## src/rtl/router_port_reader.sv

```systemverilog
// Drains one packet at a time from a router output-port FIFO, forwards header and
// payload over a valid/ready stream, checks the trailing parity byte and keeps stats.
module router_port_reader #(
    parameter int START_DELAY = 0,
    parameter int STALL_LIMIT = 16
) (
    input  logic        clock,
    input  logic        resetn,
    input  logic        vld_out,
    input  logic [7:0]  data_out,
    output logic        read_enb,
    output logic [7:0]  rx_data,
    output logic        rx_valid,
    input  logic        rx_ready,
    output logic        rx_sop,
    output logic        rx_eop,
    output logic        pkt_done,
    output logic        parity_err,
    output logic        trunc_err,
    output logic [15:0] pkt_count,
    output logic [7:0]  err_count,
    output logic [2:0]  fsm_state
);

    typedef enum logic [2:0] {
        IDLE = 3'd0, WAIT = 3'd1, HDR = 3'd2, BODY = 3'd3, PAR = 3'd4, DONE = 3'd5
    } state_t;

    localparam int SW = $clog2(STALL_LIMIT + 1);
    localparam logic [SW-1:0] STALL_LAST = SW'(STALL_LIMIT - 1);

    state_t          state, state_nxt;
    logic [4:0]      dly_cnt;
    logic [SW-1:0]   stall_cnt;
    logic            in_flight;
    logic [5:0]      remaining;
    logic [7:0]      par_acc;
    logic            par_err_r, trunc_r;
    logic [1:0][7:0] buf_data;
    logic [1:0]      buf_sop, buf_eop;
    logic            wr_ptr, rd_ptr;
    logic [1:0]      occ;

    logic       capture, pop, push, push_sop, push_eop, quota, reading, stall_abort;
    logic [2:0] occ_sum;
    logic [5:0] hdr_len;

    // Stream handshake: a byte transfers on every clock where rx_valid and rx_ready are
    // both high; rx_valid never depends on rx_ready and the head entry is held until taken.
    assign capture  = in_flight;
    assign hdr_len  = data_out[7:2];
    assign pop      = (occ != 2'd0) && rx_ready;
    assign occ_sum  = {1'b0, occ} + {2'b00, in_flight} - {2'b00, pop};
    assign reading  = (state == HDR) || (state == BODY) || (state == PAR);
    assign read_enb = quota && vld_out && (occ_sum < 3'd2);

    always_ff @(posedge clock) begin
        if (!resetn) state <= IDLE;
        else         state <= state_nxt;
    end

    always_comb begin
        state_nxt   = state;
        quota       = 1'b0;
        push        = 1'b0;
        push_sop    = 1'b0;
        push_eop    = 1'b0;
        stall_abort = reading && !vld_out && (stall_cnt == STALL_LAST);
        case (state)
            IDLE: if (vld_out) state_nxt = (START_DELAY == 0) ? HDR : WAIT;
            WAIT: begin
                if (!vld_out)             state_nxt = IDLE;
                else if (dly_cnt <= 5'd1) state_nxt = HDR;
            end
            HDR: begin
                // The first payload read may issue in the header capture cycle so the
                // stream runs back to back.
                quota = !in_flight || (capture && (hdr_len != 6'd0));
                if (capture) begin
                    push      = 1'b1;
                    push_sop  = 1'b1;
                    push_eop  = (hdr_len == 6'd0);
                    state_nxt = (hdr_len == 6'd0) ? PAR : BODY;
                end
            end
            BODY: begin
                quota = (remaining != 6'd0);
                if (capture) begin
                    push     = 1'b1;
                    push_eop = (remaining == 6'd0);
                    if (remaining == 6'd0) state_nxt = PAR;
                end
            end
            PAR: begin
                quota = !in_flight;
                if (capture) state_nxt = DONE;
            end
            DONE:    state_nxt = IDLE;
            default: state_nxt = IDLE;
        endcase
        if (stall_abort) state_nxt = DONE;
    end

    always_ff @(posedge clock) begin
        if (!resetn) begin
            dly_cnt   <= 5'd0;
            stall_cnt <= '0;
            in_flight <= 1'b0;
            remaining <= 6'd0;
            par_acc   <= 8'd0;
            par_err_r <= 1'b0;
            trunc_r   <= 1'b0;
            buf_data  <= '0;
            buf_sop   <= 2'b00;
            buf_eop   <= 2'b00;
            wr_ptr    <= 1'b0;
            rd_ptr    <= 1'b0;
            occ       <= 2'd0;
            pkt_count <= 16'd0;
            err_count <= 8'd0;
        end else begin
            in_flight <= read_enb;
            if (state == IDLE)      dly_cnt <= 5'(START_DELAY);
            else if (state == WAIT) dly_cnt <= dly_cnt - 5'd1;
            stall_cnt <= (reading && !vld_out) ? stall_cnt + 1'b1 : '0;

            if (state == HDR && capture) begin
                par_acc   <= data_out;
                remaining <= hdr_len - 6'(read_enb);
            end
            if (state == BODY) begin
                if (read_enb) remaining <= remaining - 6'd1;
                if (capture)  par_acc   <= par_acc ^ data_out;
            end
            if (state == PAR && capture) begin
                par_err_r <= (data_out != par_acc);
                trunc_r   <= 1'b0;
            end
            if (stall_abort) begin
                par_err_r <= 1'b0;
                trunc_r   <= 1'b1;
            end
            if (state == DONE) begin
                pkt_count <= pkt_count + 16'd1;
                if ((par_err_r || trunc_r) && err_count != 8'hFF) err_count <= err_count + 8'd1;
            end

            if (push) begin
                buf_data[wr_ptr] <= data_out;
                buf_sop[wr_ptr]  <= push_sop;
                buf_eop[wr_ptr]  <= push_eop;
                wr_ptr           <= ~wr_ptr;
            end
            if (pop) rd_ptr <= ~rd_ptr;
            occ <= occ + 2'(push) - 2'(pop);
        end
    end

    assign rx_valid   = (occ != 2'd0);
    assign rx_data    = rx_valid ? buf_data[rd_ptr] : 8'd0;
    assign rx_sop     = rx_valid && buf_sop[rd_ptr];
    assign rx_eop     = rx_valid && buf_eop[rd_ptr];
    assign pkt_done   = (state == DONE);
    assign parity_err = (state == DONE) && par_err_r;
    assign trunc_err  = (state == DONE) && trunc_r;
    assign fsm_state  = state;

endmodule

```

## config.mk

```make
export PLATFORM = sky130hd
export DESIGN_NAME = router_port_reader
export DESIGN_NICKNAME = d
export VERILOG_FILES = /design/src/rtl/router_port_reader.sv
export SDC_FILE = /design/constraint.sdc
export NUM_CORES = 1
export LEC_CHECK = 0
export BUFFER_PORTS_ARGS = -buffer_cell sky130_fd_sc_hd__clkbuf_2
export CORE_ASPECT_RATIO = 1.1
export CORE_MARGIN = 10
export CORE_UTILIZATION = 52
export CTS_CLUSTER_DIAMETER = 100
export DETAILED_ROUTE_END_ITERATION = 16
export GPL_TIMING_DRIVEN = 1
export PLACE_DENSITY = 0.85
export SLEW_MARGIN = 5
export SYNTH_ARGS = -nofsm -noshare
export SYNTH_HDL_FRONTEND = slang
export SYNTH_SLANG_ARGS = --single-unit
```

## constraint.sdc

```tcl
create_clock -name clock -period 3.3 [get_ports clock]
set_clock_uncertainty 0.15 [all_clocks]
set_input_delay 0.165 -clock clock [delete_from_list [all_inputs] [get_ports clock]]
set_output_delay 0.165 -clock clock [all_outputs]
set_load 0.02 [all_outputs]
```

## Yosys cells after proc, flatten, opt, wreduce, memory -nomap -nowiden

Index checks and enable logic that the tools add are counted.

- Register bits: 78
- Input port bits: 12
- Word-level logic and storage cells: 130

- $lt $le $gt $ge: 5
- Equality and inequality tests: 20
- Bitwise logic cells: 4
- Multiplexer cells: 39
- Reduce and logical (&&, ||, !) cells: 34
- Add/subtract/negate cells: 10

Operators by type and width:

| kind | count |
|---|---|
| $mux 8 | 7 |
| $mux 3 | 9 |
| $mux 6 | 3 |
| $add 16x1->16 const B | 1 |
| $bwmux 16 | 1 |
| $ne 3x3->1 const B | 5 |
| $pmux 3 s5 | 1 |
| $logic_and 1x1->1 | 14 |
| $logic_not 6->1 | 2 |
| $mux 1 | 12 |
| $reduce_and 6->1 | 2 |
| $reduce_bool 6->1 | 2 |
| $add 8x1->8 const B | 1 |
| $demux 8 s1 | 1 |
| $ne 2x2->1 const B | 4 |
| $ne 8x8->1 | 1 |
| $ne 8x8->1 const B | 1 |
| $xor 8x8->8 | 1 |
| $eq 3x2->1 const B | 2 |
| $eq 3x3->1 const B | 2 |
| $reduce_or 2->1 | 3 |
| $sub 6x1->6 | 1 |
| $sub 6x1->6 const B | 1 |
| $add 5x1->5 const B | 1 |
| 24 further kinds | 34 |

## Logic depth before layout (Yosys ltp)

Gate-level depths: netlist of the first run.

- Depth after elaboration: 10
- Depth in mapped cells: 15
- Depth with buffers taken out: 13

## Worst setup path after synthesis of the first run

Ideal clock, no wire load.

- Path type: register -> register
- From: register occ[1]
- To: register remaining[5]
- Arrival time: 3,298 ps
- Path buffers: 0
- Slack: -218 ps
- Library setup time: 70 ps
- Stages on the path, launching flop included: 12
- Cells stage by stage: dfxtp_1 -> o21ai_0 -> nor2_1 -> fa_1 -> xnor2_1 -> nand3_1 -> o31ai_1 -> ha_1 -> nand2_1 -> or4_1 -> a21o_1 -> a21oi_1

- Longest elaborated chain between the ends: 9
- Elaborated cells on any way between the ends: 10
- Classes of those cells: add/sub (3); order compare (1); mux (3); reduce/logical (3)

RTL lines:

| item | RTL line | RTL |
|---|---|---|
| start, declared | 42 | `logic [1:0] occ;` |
| start signal, assigned | 155 | `occ <= occ + 2'(push) - 2'(pop);` |
| parallel branches: the longest is 2 deep, another holds $add 2x1->3 | -- |  |
| $sub 3x1->3 * | 53 | `assign occ_sum = {1'b0, occ} + {2'b00, in_flight} - {2'b00, pop};` |
| $lt 3x2->1 * | 55 | `assign read_enb = quota && vld_out && (occ_sum < 3'd2);` |
| $logic_and 1x1->1 * | 55 |  |
| net read_enb | 11 | `output logic read_enb,` |
| $sub 6x1->6 | 129 | `remaining <= hdr_len - 6'(read_enb);` |
| $mux 6 | 127 | `if (state == HDR && capture) begin` |
| $mux 6 | 132 | `if (read_enb) remaining <= remaining - 6'd1;` |
| $mux 6 * | 131 | `if (state == BODY) begin` |
| end signal, assigned | 129 |  |
| end signal, assigned | 132 |  |
| end, declared | 36 | `logic [5:0] remaining;` |

Mark *: on every way through the listed nets, which the timed path passes.
A chain may end at the register's enable or synchronous reset.

## Final worst setup path of the first run

- From: register occ[1]
- To: register remaining[5]

- Longest elaborated chain between the ends: 9
- Elaborated cells on any way between the ends: 10
- Classes of those cells: add/sub (3); order compare (1); mux (3); reduce/logical (3)

RTL lines:

| item | RTL line |
|---|---|
| parallel branches: the longest is 2 deep, another holds $add 2x1->3 | -- |
| $sub 3x1->3 * | 53 |
| $lt 3x2->1 * | 55 |
| $logic_and 1x1->1 * | 55 |
| $sub 6x1->6 | 129 |
| $mux 6 | 127 |
| $mux 6 | 132 |
| $mux 6 * | 131 |

Every way passes the cells marked *.

==> qor.log, run 1 <==
INFO  synthesis      synth_top_area_share=39.2%
INFO  detailed_routing remaining_drc_errors=0
INFO  worst_setup_path reg2reg_slack=0.23ns
INFO  final_layout   design.final.nets=561
INFO  worst_setup_path critical_path.reg2reg.startpoint=occ[1]$_SDFF_PN0_
INFO  detailed_routing finalWirelength=8.90mm
INFO  detailed_routing avgViaCountPerCell=5.31
INFO  worst_setup_path cp.arrival=3.20ns
INFO  synthesis      ys_async_sr_fraction=0%
INFO  detailed_routing firstDrtPassIters=4
INFO  synthesis      syn_area_per_cell=8.12squm
INFO  detailed_routing route.antenna.remaining_nets=0
INFO  worst_hold_path min_path_type=in -> reg
INFO  timing         finalCritPeriodShare=92.9%
INFO  synthesis      synth_top_cells_by_area=sky130_fd_sc_hd__dfxtp_1 39%, sky130_fd_sc_hd__nor2_1 6.1%, sky130_fd_sc_hd__nand2_1 6.0%, sky130_fd_sc_hd__a21oi_1 5.8%, sky130_fd_sc_hd__mux2i_1 5.8%
INFO  synthesis      synth_sequential_area_ratio=39.2%
INFO  detailed_routing wire_per_inst=13.8um
INFO  global_routing largest_net_degree_at_the_start_of_global_routing=48
INFO  placed_design  place_hpwl=6.28mm
INFO  worst_hold_path hold_path_end=buf_data[4]$_SDFFE_PN0P_
INFO  flow_run       max-cap-violations=0
INFO  worst_hold_path whs_path_depth=3
INFO  clock_network  clock_sinks=78
INFO  die            die_w=103um
INFO  final_layout   filler_cell_count=618
INFO  clock_network  cts_root_buffer=sky130_fd_sc_hd__clkbuf_8
INFO  die            floorplan.rows=33
INFO  status         status=completed
INFO  worst_setup_path r2r_end=remaining[5]$_SDFF_PN0_
INFO  timing         final-hold-violation-count=0
INFO  timing         min_period=3.07ns
INFO  final_layout   final_layout_size_suffix_gt1_share=16.2%
INFO  clock_network  clk_transition_reported_paths=0.08ns
INFO  synthesis      synth_cell_type_count=53
INFO  synthesis      synthMostInstantiatedCell=sky130_fd_sc_hd__dfxtp_1
INFO  global_routing global_route_wire_length_before_repair=14.9mm
INFO  worst_setup_path worstSetupEndpointType=register
INFO  global_routing via_count_of_the_first_global_routing_pass=3283
INFO  synthesis      synth-seq-cells=78
INFO  power_and_ir_drop leakage=1.79nW
INFO  synthesis      synth-edff-count=0
INFO  detailed_routing count_of_vias_placed_by_the_detailed_router=3434
INFO  timing         rsz_0062_raised_after_global_routing=false
INFO  synthesis      synth_area_leader_cell=sky130_fd_sc_hd__dfxtp_1
INFO  synthesis      yosys_warnings=0
INFO  die            initial_standard_cell_utilization_of_the_core=53.2%
INFO  synthesis      postSynth.topFlopCell=sky130_fd_sc_hd__dfxtp_1
INFO  die            die_area=11600squm
INFO  synthesis      netlist_area=3980squm
INFO  synthesis      netlist_instances=490
INFO  die            die_y=112um
INFO  timing         max_freq=326MHz
INFO  placed_design  io_buffers=53
INFO  worst_setup_path type_of_element_launching_the_critical_path=register
INFO  timing         relSlewSlack=46.6%
INFO  global_routing gr-total-overflow=0
INFO  timing         report.final.setup_viol=0
INFO  final_layout   area_growth=14.9%
INFO  global_routing grt_util_all_layers=15.8%
INFO  die            ios=54
INFO  power_and_ir_drop max-vdd-ir-drop=0.313mV
INFO  worst_setup_path criticalPathCategory=reg -> reg
INFO  synthesis      synth_nets=514
INFO  clock_network  cts_tree=done
INFO  clock_network  clock_latency=0.36ns
INFO  clock_network  cts_post_setup_buffers_inserted=0
INFO  detailed_routing drt-initial-drc-count=235
INFO  worst_setup_path critical_path_peak_fanout=5
INFO  worst_hold_path holdCritStartpoint=data_out[4]
INFO  timing         setup_tns=0ns
INFO  final_layout   n_antenna_cell=0
INFO  placed_design  gp_routability_congestion=0.850
INFO  worst_setup_path reg2regPathDepth=11
INFO  clock_network  numCtsBuffers=9
INFO  global_routing antenna_violations_before_repair=0
INFO  clock_network  htree_num_levels=3
INFO  synthesis      synth_top_cells_by_count=78 x sky130_fd_sc_hd__dfxtp_1, 65 x sky130_fd_sc_hd__nor2_1, 64 x sky130_fd_sc_hd__nand2_1
INFO  clock_network  clock_path_buffers=2
INFO  timing         hold-worst-slack=0.0109ns
INFO  die            core_region_area=7470squm
INFO  timing         tightest_pin_transition=0.800ns
INFO  worst_setup_path timing.critical_path.required=3.43ns
INFO  power_and_ir_drop pwr_density_cell=602nW/um^2
INFO  timing         drv_slew=0
layout make-up:
type	count	area [sq um]	area share, %
Clock buffer	11	131	2.87
Clock inverter	5	83.8	1.83
Inverter	18	67.6	1.48
Multi-Input combinational cell	365	2230	48.7
Sequential cell	78	1560	34.2
Tap cell	105	131	2.87
Timing Repair Buffer	65	368	8.05
critical path: stages (launching register included):
cell and delay (ns):
sky130_fd_sc_hd__dfxtp_1 0.38, sky130_fd_sc_hd__o21ai_0 0.23, sky130_fd_sc_hd__nor2_1 0.09, sky130_fd_sc_hd__fa_1 0.41, sky130_fd_sc_hd__xnor2_1 0.16, sky130_fd_sc_hd__nand3_1 0.17
sky130_fd_sc_hd__o31ai_2 0.38, sky130_fd_sc_hd__ha_1 0.21, sky130_fd_sc_hd__nand2_1 0.09, sky130_fd_sc_hd__or4_1 0.42, sky130_fd_sc_hd__a21o_1 0.19, sky130_fd_sc_hd__a21oi_1 0.11
flip-flops by register name, indices dropped and copies added (netlist names):
register	cells
buf_sop	2
buf_data	16
fsm_state	3
rd_ptr	1
par_err_r	1
remaining	6
dly_cnt	5
trunc_r	1
occ	2
err_count	8
capture	1
buf_eop	2
par_acc	8
stall_cnt	5
wr_ptr	1
pkt_count	16
placed cells by master (no fill, tap or decap), drive strengths merged, types with 3 or more instances in the layout:
cell type     n
mux2i        23
nor2b        12
nand3        12
nor4          5
a21oi        46
nand2        64
xor2         25
clkbuf       64
nor2         66
dfxtp        78
or3           6
nand4         7
inv          18
o21ai        16
ha           11
o31ai         4
and3          8
and2          6
nor3          5
a22oi         3
dlygate4sd3   5
or2           3
xnor2        16
buf           7
per-layer routing:
metal | GRT usage, % | routed length (um) | up-vias
met5 | 0 | 0 | -
met1 | 18.0 | 3590 | 1590
met3 | 4.95 | 664 | 12
met2 | 26.9 | 4510 | 86
met4 | 5.20 | 142 | 0
li1 | - | - | 1746
timing repair:
action                    in CTS  in global routing
gates resized for setup        0                  0
hold buffers                   5                  0
hold endpoints to repair      11                  0
stage by stage:
stage               worst slack, ns  area [sq um]  cells  power [W]  utilization (%)
floorplan                    0.0278          3980    490    0.00177                -
global placement              0.377          4310    626    0.00194             57.6
detailed placement            0.290          4310    626    0.00198             57.6
CTS                           0.242          4570    647    0.00276             61.2
global route                 0.0161          4570    647    0.00292             61.2
finish                        0.234          4570    647    0.00275             61.2
where the power goes:
group	switching [W]	internal, W	leakage (nW)
clock	0.000358	0.000428	0.0998
sequential	0.000121	0.00101	0.630
combinational	0.000484	0.000349	1.06
total	0.000963	0.00179	1.79
how the worst max path moves through the flow:
stage                            startpoint                       to  slack [ns]  depth (start not counted)
after floorplan           occ[1]$_SDFF_PN0_  remaining[5]$_SDFF_PN0_        0.03                         11
after global placement    occ[1]$_SDFF_PN0_  remaining[5]$_SDFF_PN0_        0.38                         11
after detailed placement  occ[1]$_SDFF_PN0_  remaining[5]$_SDFF_PN0_        0.29                         11
after CTS                 occ[1]$_SDFF_PN0_  remaining[5]$_SDFF_PN0_        0.24                         11
after global routing      occ[1]$_SDFF_PN0_  remaining[5]$_SDFF_PN0_        0.02                         11
final                     occ[1]$_SDFF_PN0_  remaining[5]$_SDFF_PN0_        0.23                         11
cells by family (layout without fill, tap and decap cells):
group	count (synthesis)	in the layout	synth area share, %
xor+xnor	41	41	9.03
buf+inv	47	99	4.87
mux	24	24	6.07
compound gates	82	82	11.8
fa+ha+maj	12	12	3.96
simple gates	206	206	25.0
flops	78	78	39.2
(Power assumes the default switching activity.)
==> run 2: changes to the inputs <==
==> constraint.sdc (replaced) <==
create_clock -name clock -period 3.3 [get_ports clock]
set_clock_uncertainty 0.15 [all_clocks]
set_input_delay 0.66 -clock clock [delete_from_list [all_inputs] [get_ports clock]]
set_output_delay 0.66 -clock clock [all_outputs]
set_load 0.02 [all_outputs]
==> run 2 against run 1 <==
  * Critical path depth shrank 3
  * Count of clock-buffer cells in the layout grew 1
  * Final cell count shrank 0.62%
  * Die area is the same
  * Global-route usage grew 0.31 points
  * Via count shrank 0.93%
  * Fmax shrank 2.6%
  * Setup slack lost 0.082 ns
  * Sequential cell count is the same
  * Clock power shrank 16%
  * Critical path type is now reg -> out
  * Largest power group unchanged
  * Highest routed layer unchanged
==> qor.log, run 2 (synthesis gave the netlist of run 1 again) <==
INFO  clock_network  htree_num_levels=3
INFO  timing         max_freq=318MHz
INFO  worst_hold_path holdCritStartpoint=buf_data[0]$_SDFFE_PN0P_
INFO  clock_network  clk_transition_reported_paths=0.08ns
INFO  worst_setup_path type_of_element_launching_the_critical_path=register
INFO  final_layout   layout.core_utilization=60.4%
INFO  placed_design  place_hpwl=6.48mm
INFO  global_routing grt_util_all_layers=16.1%
INFO  worst_setup_path reg2regPathDepth=12
INFO  power_and_ir_drop power.clock.fraction=24.9%
INFO  clock_network  cts_root_buffer=sky130_fd_sc_hd__clkbuf_8
INFO  detailed_routing finalWirelength=8.98mm
INFO  worst_hold_path whs_path_depth=2
INFO  clock_network  clock_latency=0.35ns
INFO  final_layout   most-common-layout-cells=78 x sky130_fd_sc_hd__dfxtp_1, 65 x sky130_fd_sc_hd__nor2_1, 64 x sky130_fd_sc_hd__nand2_1, 52 x sky130_fd_sc_hd__clkbuf_2, 46 x sky130_fd_sc_hd__a21oi_1
INFO  power_and_ir_drop pwr_density_cell=587nW/um^2
INFO  worst_setup_path r2r_end=remaining[5]$_SDFF_PN0_
INFO  die            ios=54
INFO  placed_design  io_buffers=53
INFO  worst_hold_path min_path_type=reg -> reg
INFO  detailed_routing firstDrtPassIters=4
INFO  timing         setup_tns=0ns
INFO  global_routing global_route_wire_length_before_repair=15.3mm
INFO  worst_setup_path cp.arrival=2.34ns
INFO  flow_run       max-cap-violations=0
INFO  power_and_ir_drop leakage=1.76nW
INFO  worst_setup_path worstSetupEndpointType=output pin
INFO  final_layout   final_layout_size_suffix_gt1_share=16.9%
INFO  power_and_ir_drop net-switching-power=0.000965W
INFO  detailed_routing avgViaCountPerCell=5.29
INFO  final_layout   largest_registers=buf_data x16, pkt_count x16
INFO  detailed_routing wire_per_inst=14.0um
INFO  final_layout   layout.cells.most_common=sky130_fd_sc_hd__dfxtp_1
INFO  timing         min_period=3.15ns
INFO  global_routing antenna_violations_before_repair=0
INFO  worst_setup_path cp-startpoint=occ[1]$_SDFF_PN0_
INFO  worst_setup_path criticalPathCategory=reg -> out
INFO  final_layout   area_growth=13.5%
INFO  timing         report.final.setup_viol=0
INFO  die            floorplan.rows=33
INFO  worst_setup_path reg2reg_slack=0.32ns
INFO  power_and_ir_drop seq_power_share=43.0%
INFO  final_layout   filler_cell_count=651
INFO  timing         final-hold-violation-count=0
INFO  clock_network  cts-hold-fix-buffers=0
INFO  clock_network  cts_tree=done
INFO  global_routing via_count_of_the_first_global_routing_pass=3351
INFO  clock_network  clock_path_buffers=2
INFO  die            initial_standard_cell_utilization_of_the_core=53.2%
INFO  die            core_region_area=7470squm
INFO  worst_hold_path hold_path_end=buf_data[0]$_SDFFE_PN0P_
INFO  timing         relSlewSlack=48.9%
INFO  final_layout   n_antenna_cell=0
INFO  power_and_ir_drop switching_share=36.4%
INFO  die            die_w=103um
INFO  power_and_ir_drop combPwrFrac=32.2%
INFO  final_layout   final_cell_area=4520squm
INFO  detailed_routing route.antenna.remaining_nets=0
INFO  die            die_y=112um
INFO  detailed_routing drt-initial-drc-count=318
INFO  die            die_area=11600squm
INFO  detailed_routing remaining_drc_errors=0
INFO  global_routing largest_net_degree_at_the_start_of_global_routing=44
INFO  timing         drv_slew=0
INFO  final_layout   seqCellArea=1560squm
INFO  status         status=completed
INFO  timing         hold-worst-slack=0.309ns
INFO  power_and_ir_drop post-layout-total-power=0.00265W
INFO  clock_network  clock_sinks=78
INFO  worst_setup_path critical_path.reg2reg.startpoint=occ[1]$_SDFF_PN0_
INFO  placed_design  postPlaceCellArea=4320squm
INFO  worst_setup_path timing.critical_path.required=2.49ns
INFO  clock_network  numCtsBuffers=9
INFO  power_and_ir_drop intPower=0.00169W
INFO  worst_setup_path critical_path_peak_fanout=5
INFO  placed_design  gp_routability_congestion=0.848
INFO  global_routing gr-total-overflow=0
INFO  power_and_ir_drop max-vdd-ir-drop=0.323mV
INFO  final_layout   area_used_by_multi_input_combinational_logic=2240squm
INFO  final_layout   design.final.nets=557
INFO  timing         tightest_pin_transition=0.766ns
INFO  detailed_routing count_of_vias_placed_by_the_detailed_router=3402
INFO  timing         finalCritPeriodShare=95.4%
-- run 2: per-layer routing --
layer  up-vias  routed length [um]  global-route usage (%)
met2        74                4600                    27.6
met5         -                   0                       0
met4         0                 140                    6.31
met1      1578                3660                    18.2
li1       1738                   -                       -
met3        12                 578                    4.21
-- run 2: area by class of cell --
type	count	share of cell area (%)
Clock inverter	4	0.693
Clock buffer	12	3.43
Inverter	18	1.50
Multi-Input combinational cell	365	49.6
Sequential cell	78	34.6
Timing Repair Buffer	61	7.26
Tap cell	105	2.91
-- run 2: power groups by stage --
stage	Clock, W	Sequential [W]	Combinational [W]
2_1_floorplan	0	0.00111	0.000675
3_5_place_dp	0	0.00116	0.000829
6_report	0.000659	0.00114	0.000852
5_1_grt	0.000719	0.00115	0.000944
4_1_cts	0.000671	0.00114	0.000836
3_3_place_gp	0	0.00115	0.000804
-- run 2: metrics by stage --
stage,setup slack (ns),std cells
5_1_grt,-0.0163,643
6_report,0.152,643
4_1_cts,0.100,643
3_3_place_gp,0.0801,627
3_5_place_dp,0.0326,627
2_1_floorplan,0.00310,490
-- run 2: worst max-delay path by stage --
| stage | cells past startpoint | slack (ns) | to |
|---|---|---|---|
| after global placement | 13 | 0.08 | remaining[5]$_SDFF_PN0_ |
| after floorplan | 13 | 0.003 | remaining[5]$_SDFF_PN0_ |
| final | 8 | 0.15 | read_enb |
| after CTS | 8 | 0.10 | read_enb |
| after detailed placement | 13 | 0.03 | remaining[5]$_SDFF_PN0_ |
| after global routing | 8 | -0.02 | read_enb |
-- run 2: timing repair --
action                                  4_1_cts  5_1_grt
endpoints found under the setup margin        0        1
buffers inserted                              0        0
resized for setup                             0        3
-- run 2: critical path: stages (launching register included) --
cell                       delay [ns]
sky130_fd_sc_hd__dfxtp_1         0.38
sky130_fd_sc_hd__o21ai_1         0.21
sky130_fd_sc_hd__nor2_1          0.08
sky130_fd_sc_hd__fa_1            0.40
sky130_fd_sc_hd__xnor2_1         0.21
sky130_fd_sc_hd__nand3_2         0.16
sky130_fd_sc_hd__nand2b_1        0.22
sky130_fd_sc_hd__o31ai_4         0.11
sky130_fd_sc_hd__buf_4           0.21
